--- src/rtl/hazard_unit_n.sv ---
// hazard_unit_n: parametrised hazard detection and forwarding controller for the
// 5-stage pipeline. Holds the Execute copy of the Decode operands, picks a
// forwarding source per operand, generates stall/flush controls and sequences
// the multi-cycle Execute unit.
module hazard_unit_n #(
  parameter  int NSRC  = 4,
  parameter  int NWB   = 2,
  parameter  int RW    = 4,
  parameter  int MCLAT = 4,
  localparam int FW    = $clog2(2*NWB+1)
) (
  input  logic                clk,
  input  logic                reset,
  input  logic [NSRC*RW-1:0]  SrcD,
  input  logic [NSRC-1:0]     SrcValidD,
  input  logic [RW-1:0]       DstE0,
  input  logic                RegWriteE0,
  input  logic                MemToRegE,
  input  logic                MultiCycleE,
  input  logic [NWB*RW-1:0]   DstM,
  input  logic [NWB*RW-1:0]   DstW,
  input  logic [NWB-1:0]      RegWriteM,
  input  logic [NWB-1:0]      RegWriteW,
  input  logic                PCSrcD,
  input  logic                PCSrcE,
  input  logic                PCSrcM,
  input  logic                PCSrcW,
  input  logic                BranchTakenE,
  output logic [NSRC*FW-1:0]  ForwardE,
  output logic                StallF,
  output logic                StallD,
  output logic                StallE,
  output logic                FlushD,
  output logic                FlushE,
  output logic                FlushM,
  output logic                Busy,
  output logic [15:0]         StallCnt
);

  localparam int CW = $clog2(MCLAT+1);

  typedef enum logic {S_IDLE, S_BUSY} state_t;

  state_t              r_state;
  logic [CW-1:0]       r_cnt;
  logic [NSRC*RW-1:0]  r_SrcE;
  logic [NSRC-1:0]     r_SrcValidE;
  logic [15:0]         r_StallCnt;

  logic [NSRC*FW-1:0]  w_fwd;
  logic                w_hit;
  logic                w_LdStall;
  logic                w_MCStall;
  logic                w_PCWrPend;
  logic                w_StallD;
  logic                w_FlushE;
  logic                w_FlushD;

  // Per-operand forward select: first match in M0..M(n-1), then W0..W(n-1)
  always_comb begin
    w_fwd = '0;
    w_hit = 1'b0;
    for (int unsigned i = 0; i < NSRC; i++) begin
      w_hit = 1'b0;
      for (int unsigned k = 0; k < NWB; k++) begin
        if (!w_hit && r_SrcValidE[i] && RegWriteM[k] &&
            (r_SrcE[i*RW +: RW] == DstM[k*RW +: RW])) begin
          w_fwd[i*FW +: FW] = FW'(k + 1);
          w_hit = 1'b1;
        end
      end
      for (int unsigned k = 0; k < NWB; k++) begin
        if (!w_hit && r_SrcValidE[i] && RegWriteW[k] &&
            (r_SrcE[i*RW +: RW] == DstW[k*RW +: RW])) begin
          w_fwd[i*FW +: FW] = FW'(NWB + k + 1);
          w_hit = 1'b1;
        end
      end
    end
  end

  // Load-use detection against any valid Decode operand
  always_comb begin
    w_LdStall = 1'b0;
    for (int unsigned i = 0; i < NSRC; i++) begin
      if (SrcValidD[i] && (SrcD[i*RW +: RW] == DstE0))
        w_LdStall = 1'b1;
    end
    w_LdStall = w_LdStall & MemToRegE & RegWriteE0;
  end

  assign w_MCStall  = ((r_state == S_IDLE) && MultiCycleE) ||
                      ((r_state == S_BUSY) && (r_cnt > CW'(1)));
  assign w_PCWrPend = PCSrcD | PCSrcE | PCSrcM;
  assign w_StallD   = w_LdStall | w_MCStall;
  assign w_FlushE   = (w_LdStall | BranchTakenE) & ~w_MCStall;
  assign w_FlushD   = (w_PCWrPend | PCSrcW | BranchTakenE) & ~w_StallD;

  // Reset forces a quiet, fully flushed pipeline
  assign ForwardE = reset ? '0 : w_fwd;
  assign StallE   = ~reset & w_MCStall;
  assign StallD   = ~reset & w_StallD;
  assign StallF   = ~reset & (w_StallD | w_PCWrPend);
  assign FlushE   = reset | w_FlushE;
  assign FlushD   = reset | w_FlushD;
  assign FlushM   = reset | w_MCStall;
  assign Busy     = (r_state == S_BUSY);
  assign StallCnt = r_StallCnt;

  // Execute operand registers; a flush loads a bubble by clearing valids
  always_ff @(posedge clk) begin
    if (reset) begin
      r_SrcE      <= '0;
      r_SrcValidE <= '0;
    end else if (!w_MCStall) begin
      r_SrcE      <= SrcD;
      r_SrcValidE <= w_FlushE ? '0 : SrcValidD;
    end
  end

  // Multi-cycle sequencer: the release cycle (cnt==1) returns to IDLE
  // without sampling MultiCycleE, so a held request cannot retrigger
  always_ff @(posedge clk) begin
    if (reset) begin
      r_state <= S_IDLE;
      r_cnt   <= '0;
    end else begin
      case (r_state)
        S_IDLE: begin
          if (MultiCycleE) begin
            r_state <= S_BUSY;
            r_cnt   <= CW'(MCLAT - 1);
          end
        end
        S_BUSY: begin
          if (r_cnt > CW'(1)) begin
            r_cnt <= r_cnt - CW'(1);
          end else begin
            r_state <= S_IDLE;
            r_cnt   <= '0;
          end
        end
        default: begin
          r_state <= S_IDLE;
          r_cnt   <= '0;
        end
      endcase
    end
  end

  // Saturating Decode-stall counter
  always_ff @(posedge clk) begin
    if (reset)
      r_StallCnt <= '0;
    else if (w_StallD && (r_StallCnt != 16'hFFFF))
      r_StallCnt <= r_StallCnt + 16'd1;
  end

endmodule
--- config.mk ---
export PLATFORM = sky130hd
export DESIGN_NAME = hazard_unit_n
export DESIGN_NICKNAME = d
export VERILOG_FILES = /design/src/rtl/hazard_unit_n.sv
export SDC_FILE = /design/constraint.sdc
export NUM_CORES = 1
export LEC_CHECK = 0
export BUFFER_PORTS_ARGS = -buffer_cell sky130_fd_sc_hd__buf_4
export CORE_UTILIZATION = 45
export CTS_CLUSTER_SIZE = 20
export DETAILED_ROUTE_END_ITERATION = 8
export HOLD_SLACK_MARGIN = 0.12
export PLACE_DENSITY_LB_ADDON = 0.3
export SLEW_MARGIN = 5
export SYNTH_ARGS = -nofsm -noshare
export SYNTH_HDL_FRONTEND = slang
export SYNTH_SLANG_ARGS = --single-unit
--- constraint.sdc ---
create_clock -name clk -period 2.1 [get_ports clk]
set_input_delay 0.42 -clock clk [delete_from_list [all_inputs] [get_ports clk]]
set_output_delay 0.42 -clock clk [all_outputs]
set_load 0.1 [all_outputs]
; After elaboration in Yosys (flattened, before gate mapping)
; Cells that the tools add are included.
[totals]
word_cells = 155
ff_bits = 40
output_inout_bits = 35
[op_classes]
n_eq_ne = 22
n_addsub = 2
reduce_logical = 64
muxes = 40
bitwise_logic = 21
magnitude_cmp = 1
[op_table]
columns = cell, count
row1 = 4-bit equality test, 20
row2 = 1-bit logical AND, 51
row3 = 3-bit 2-to-1 mux, 12
row4 = 1-bit 2-to-1 mux, 22
row5 = 16-bit by 1-bit adder with 16-bit output (second input constant), 1
row6 = 16-bit != test (second input constant), 1
row7 = 1-bit logical NOT, 12
row8 = 12-bit 2-to-1 mux, 1
row9 = 1-bit OR, 10
row10 = 1-bit bitwise AND, 7
row11 = 3-bit one-hot mux with 2 select lines, 1
row12 = 2-bit 2-to-1 mux, 2
row13 = 4-bit 2-to-1 mux, 1
row14 = 1-bit NOT, 4
row15 = 3-bit by 1-bit > comparator with 1-bit output (second input constant), 1
row16 = 3-bit by 1-bit subtractor with 3-bit output (second input constant), 1
row17 = 2-bit != test (second input constant), 1
row18 = 1-bit one-hot mux with 2 select lines, 1
row19 = 1-bit logical OR, 1

; Depth between registers and ports, before layout
[depth]
ltp_word = 19
depth_mapped = 9
depth_no_buf = 8

; Least setup slack after synthesis
; OpenSTA, ideal clock, no wires.
[synth_timing]
kind = reg2out
from = register r_state (netlist: Busy)
to = output port FlushE
arrival_time_ps = 3919
path_slack_ps = -2239
stages_incl_launch_ff = 6
n_path_buf = 1
path_cell_list = dfxtp_1 -> nor3b_1 -> or2_2 -> nor2_1 -> clkbuf_1 -> a21oi_1
[synth_between]
elab_chain_cells = 6
elab_cells_between_ends = 7
cone_classes = 4 x bitwise / 3 x reduce/logical
[synth_lines]
columns = item, line
row1 = "start, declared", 44  ; state_t r_state;
row2 = "start signal, assigned", 125  ; r_state <= S_IDLE;
row3 = "start signal, assigned", 131  ; r_state <= S_BUSY;
row4 = "start signal, assigned", 139  ; r_state <= S_IDLE;
row5 = 1-bit NOT, -
row6 = 1-bit logical AND, 92  ; assign w_MCStall = ((r_state == S_IDLE) && MultiCycleE) ||
row7 = 1-bit logical OR *, 92
row8 = 1-bit NOT *, 96  ; assign w_FlushE = (w_LdStall | BranchTakenE) & ~w_MCStall;
row9 = 1-bit bitwise AND *, 96
row10 = 1-bit OR *, 104  ; assign FlushE = reset | w_FlushE;
row11 = "end, declared", 34  ; output logic FlushE,
; Mark *: on every way between the ends. The rest lies on a longest branch, timed or not.

; Final worst setup path
[layout_timing]
from = register r_SrcE[3]
to = output port ForwardE[2]
[layout_between]
elab_chain_cells = 19
elab_cells_between_ends = 22
cone_classes = 4 x eq/ne / 5 x mux / 13 x reduce/logical
[layout_lines]
columns = item, line
row1 = "start, declared", 46  ; logic [NSRC*RW-1:0] r_SrcE;
row2 = "start signal, assigned", 116  ; r_SrcE <= SrcD;
row3 = 4-bit equality test, 67  ; (r_SrcE[i*RW +: RW] == DstM[k*RW +: RW])) begin
row4 = 1-bit logical AND, 66  ; if (!w_hit && r_SrcValidE[i] && RegWriteM[k] &&
row5 = 1-bit 2-to-1 mux, 66
row6 = 1-bit logical NOT, 66
row7 = 1-bit logical AND (3 in a row), 66
row8 = 1-bit 2-to-1 mux, 66
row9 = 1-bit logical NOT, 73  ; if (!w_hit && r_SrcValidE[i] && RegWriteW[k] &&
row10 = 1-bit logical AND (3 in a row), 73
row11 = 1-bit 2-to-1 mux, 73
row12 = 1-bit logical NOT, 73
row13 = 1-bit logical AND (2 in a row), 73
row14 = 1-bit logical AND *, 73
row15 = 3-bit 2-to-1 mux *, 73
row16 = 12-bit 2-to-1 mux *, 100  ; assign ForwardE = reset ? '0 : w_fwd;
row17 = "end, declared", 29  ; output logic [NSRC*FW-1:0] ForwardE,
; Marked as above.

==> results.md <==
- Synth Register Bits: 40
- Worst Max-Slew Pin Slew: 0.400 ns
- Worst setup margin: -0.273 ns
- Post-cts hold buffer count: 0
- Layout Nets: 560
- Cell area after synthesis: 2960 µm²
- Crit path DAT: 1.95 ns
- R2R cell count: 7
- ANT nets after route: 0
- Register area share after synthesis: 27.1%
- Avg WL per Cell: 23.1 µm
- Routed WL: 13400 µm
- RD Place Congestion: 0.883
- Power density cells: 522 nW/µm²
- CORE AREA: 6350 µm²
- Failing checks: design-rule violations, negative setup slack
- Die Width: 83.1 µm
- Initial drt markers: 340
- Crit. End Element: output pin
- Outcome: complete, but fails checks
- Crit path max fanout: 4
- Placed Area: 4420 µm²
- Async set-or-reset flop fraction in the synthesized netlist: 0%
- Overflow after GRT: 0
- WL met2: 6570 µm
- Worst Hold Path EP: r_SrcValidE[0]$_SDFFE_PP0N_
- Mean post-synth cell area: 8.04 µm²
- Initial Utilization: 46.6%
- Synthesis Warnings: 0
- Critical Path RT: 1.68 ns
- Pin count of the biggest net entering global routing: 33
- Fin crit share: 113%
- Row count: 29
- Max Used Layer: met4
- Rel. slew slack: 73.1%
- Max-slew violations: 0
- Startpoint Class: flip-flop
- Via Count: 3615
- Initial antenna violation count: 0
- Htree depth: 2
- Final Hold Viols: 0
- Detail Placement HPWL: 7490 µm
- Clock slew at reported path FFs: 0.08 ns
- Routed wl met3: 1180 µm
- Synth unique cells: 41
- # clock sinks: 40
- Max Cap Viol: 0
- Critical path class: flip-flop to output pin
- Wire length on met1: 4530 µm
- Total power: 0.00281 W
- Worst Skew: 0.0162 ns
- Final setup fails: 20
- Area Overhead vs Synth: 82.3%
- Clk root buf: clkbuf_8
- Number of port buffers: 88
- RR Endpoint: StallCnt[15]$_SDFFE_PP0P_
- Final min period: 2.37 ns
- Fill cell count: 281
- Chip height: 83.1 µm
- Layout cells sized above 1: 61.5%
- Clock Latency Late Sink: 0.29 ns
- DIE AREA: 6900 µm²
- Syn_nets: 425
- Leakage: 2.19 nW
- Primary FF master, synth: dfxtp_1
- Non-filler cells, final: 581
- DRT Pass-1 Iters: 9
- Max Fclk: 421 MHz
- Hold path cells: 2
- Unrepaired setup endpoints after global routing: yes
- Worst reg2reg startpoint: StallCnt[3]$_SDFFE_PP0P_
- Vias in the first global route: 3513
- Placed insts: 561
- VDD IR-drop max: 0.528 mV
- Ports: 89
- GR Util All Layers: 31.8%
- Diodes inserted: 0
- Post-synth EDFFs: 0
- HP Class: input port to flip-flop
- Final standard cell area without fillers: 5400 µm²
- CTS Buffer Depth: 2
- Global-route wire length before repair: 17300 µm
- Min-Delay Startpoint: SrcValidD[0]
- DRC violations left: 2
- Register-to-Register Setup Slack: -0.03 ns
- Cells after Synth: 368
- Num CTS Buffers: 5
- DR vias/cell: 6.22
- TritonCTS clock tree: built
==> layout make-up <==
| type | instances | area (µm²) | area share (%) |
|---|---|---|---|
| Sequential cell | 40 | 910 | 16.9 |
| Clock buffer | 8 | 121 | 2.25 |
| Tap cell | 77 | 96.3 | 1.79 |
| Inverter | 11 | 47.5 | 0.881 |
| Timing Repair Buffer | 159 | 1470 | 27.2 |
| Multi-Input combinational cell | 286 | 2750 | 51.0 |
==> routing by layer <==
layer	vias up	track usage (%)
li1	1527	-
met1	1664	35.2
met2	311	57.2
met3	113	5.07
met4	0	18.7
met5	-	0
==> sequential cells by signal (all words and copies together) (netlist names) <==
| name | cells |
|---|---|
| StallCnt | 16 |
| r_SrcE | 16 |
| r_SrcValidE | 4 |
| r_cnt | 3 |
| Busy | 1 |
==> worst max path at each step <==
stage          cells past startpoint  slack [ns]                   start          end
2_1_floorplan                      6       -0.36                 DstM[1]  ForwardE[2]
3_3_place_gp                       9       -0.18                DstE0[0]       StallF
3_5_place_dp                       9       -0.24                DstE0[0]       StallF
4_1_cts                            8       -0.17   r_cnt[1]$_SDFFE_PP0P_       FlushD
6_report                           5       -0.27  r_SrcE[3]$_SDFFE_PP0N_  ForwardE[2]
5_1_grt                            5       -0.32  r_SrcE[2]$_SDFFE_PP0N_  ForwardE[2]
==> Yosys cell counts, types with 4 or more instances <==
cell type,n,area (µm²)
a211oi_1,6,45.0
a21oi_1,17,85.1
a22o_1,20,175
clkbuf_1,25,93.8
dfxtp_1,40,801
inv_1,11,41.3
mux2_1,4,45.0
mux2_2,10,113
nand2_1,22,82.6
nand2b_1,4,25.0
nand3_1,15,75.1
nand4_1,8,50.1
nor2_1,29,109
nor2b_1,16,100
nor3_1,17,85.1
nor4_1,12,75.1
xnor2_1,25,219
xor2_1,52,455
==> critical path: stages, from the launching register on <==
cell and delay (ns):
dfxtp_4 0.37, buf_4 0.15, xnor2_1 0.28, nand3_1 0.25, nor4_4 0.34, buf_6 0.27
==> stage by stage <==
step / worst slack (ns) / TNS (ns) / utilization [%] / hold slack (ns)
detailed placement: -0.241 / -2.44 / 69.6 / 0.489
CTS: -0.175 / -1.57 / 80.7 / 0.351
finish: -0.273 / -2.99 / 85.0 / 0.362
global route: -0.316 / -4.18 / 85.0 / 0.355
floorplan: -0.355 / -3.32 / - / 0.469
global placement: -0.179 / -1.53 / 69.6 / 0.485
==> cells by family (layout without fill, tap and decap cells) <==
| family | Yosys count | after routing | synth area share, % |
|---|---|---|---|
| and+or+nand+nor | 135 | 135 | 23.8 |
| DFF | 40 | 40 | 27.1 |
| xor gates and xnor gates | 77 | 77 | 22.8 |
| adders and majority gates | 3 | 3 | 1.27 |
| buffers and inverters | 42 | 178 | 5.67 |
| muxes | 15 | 15 | 5.67 |
| AOI/OAI and AO/OA | 56 | 56 | 13.8 |
==> report_power, final <==
part | total [W] | internal (W) | switching, W
logic | 0.00122 | 0.000531 | 0.000693
registers | 0.000935 | 0.000812 | 0.000124
clock network | 0.000654 | 0.000372 | 0.000282
total | 0.00281 | 0.00171 | 0.00110
==> what timing repair did <==
item | CTS | global route
cloned | 0 | 0
endpoints found under the setup margin | 18 | 21
pin swaps | 45 | 40
setup buffers | 9 | 7
gates resized for setup | 124 | 38
==> layout by cell type, fill, tap and decap left out, drive strengths merged, types with 3 or more instances in the layout <==
cell type  count
nor2          29
dfxtp         40
ha             3
o21ai          4
nor2b         16
inv           10
clkbuf         8
mux2          14
a22o          20
xnor2         25
nor3          17
a21oi         19
nand4          8
a211oi         6
nor4          12
xor2          52
buf          159
nand3         15
and4           3
nand2b         4
nand2         22
Power figures use the tool's default switching activity.
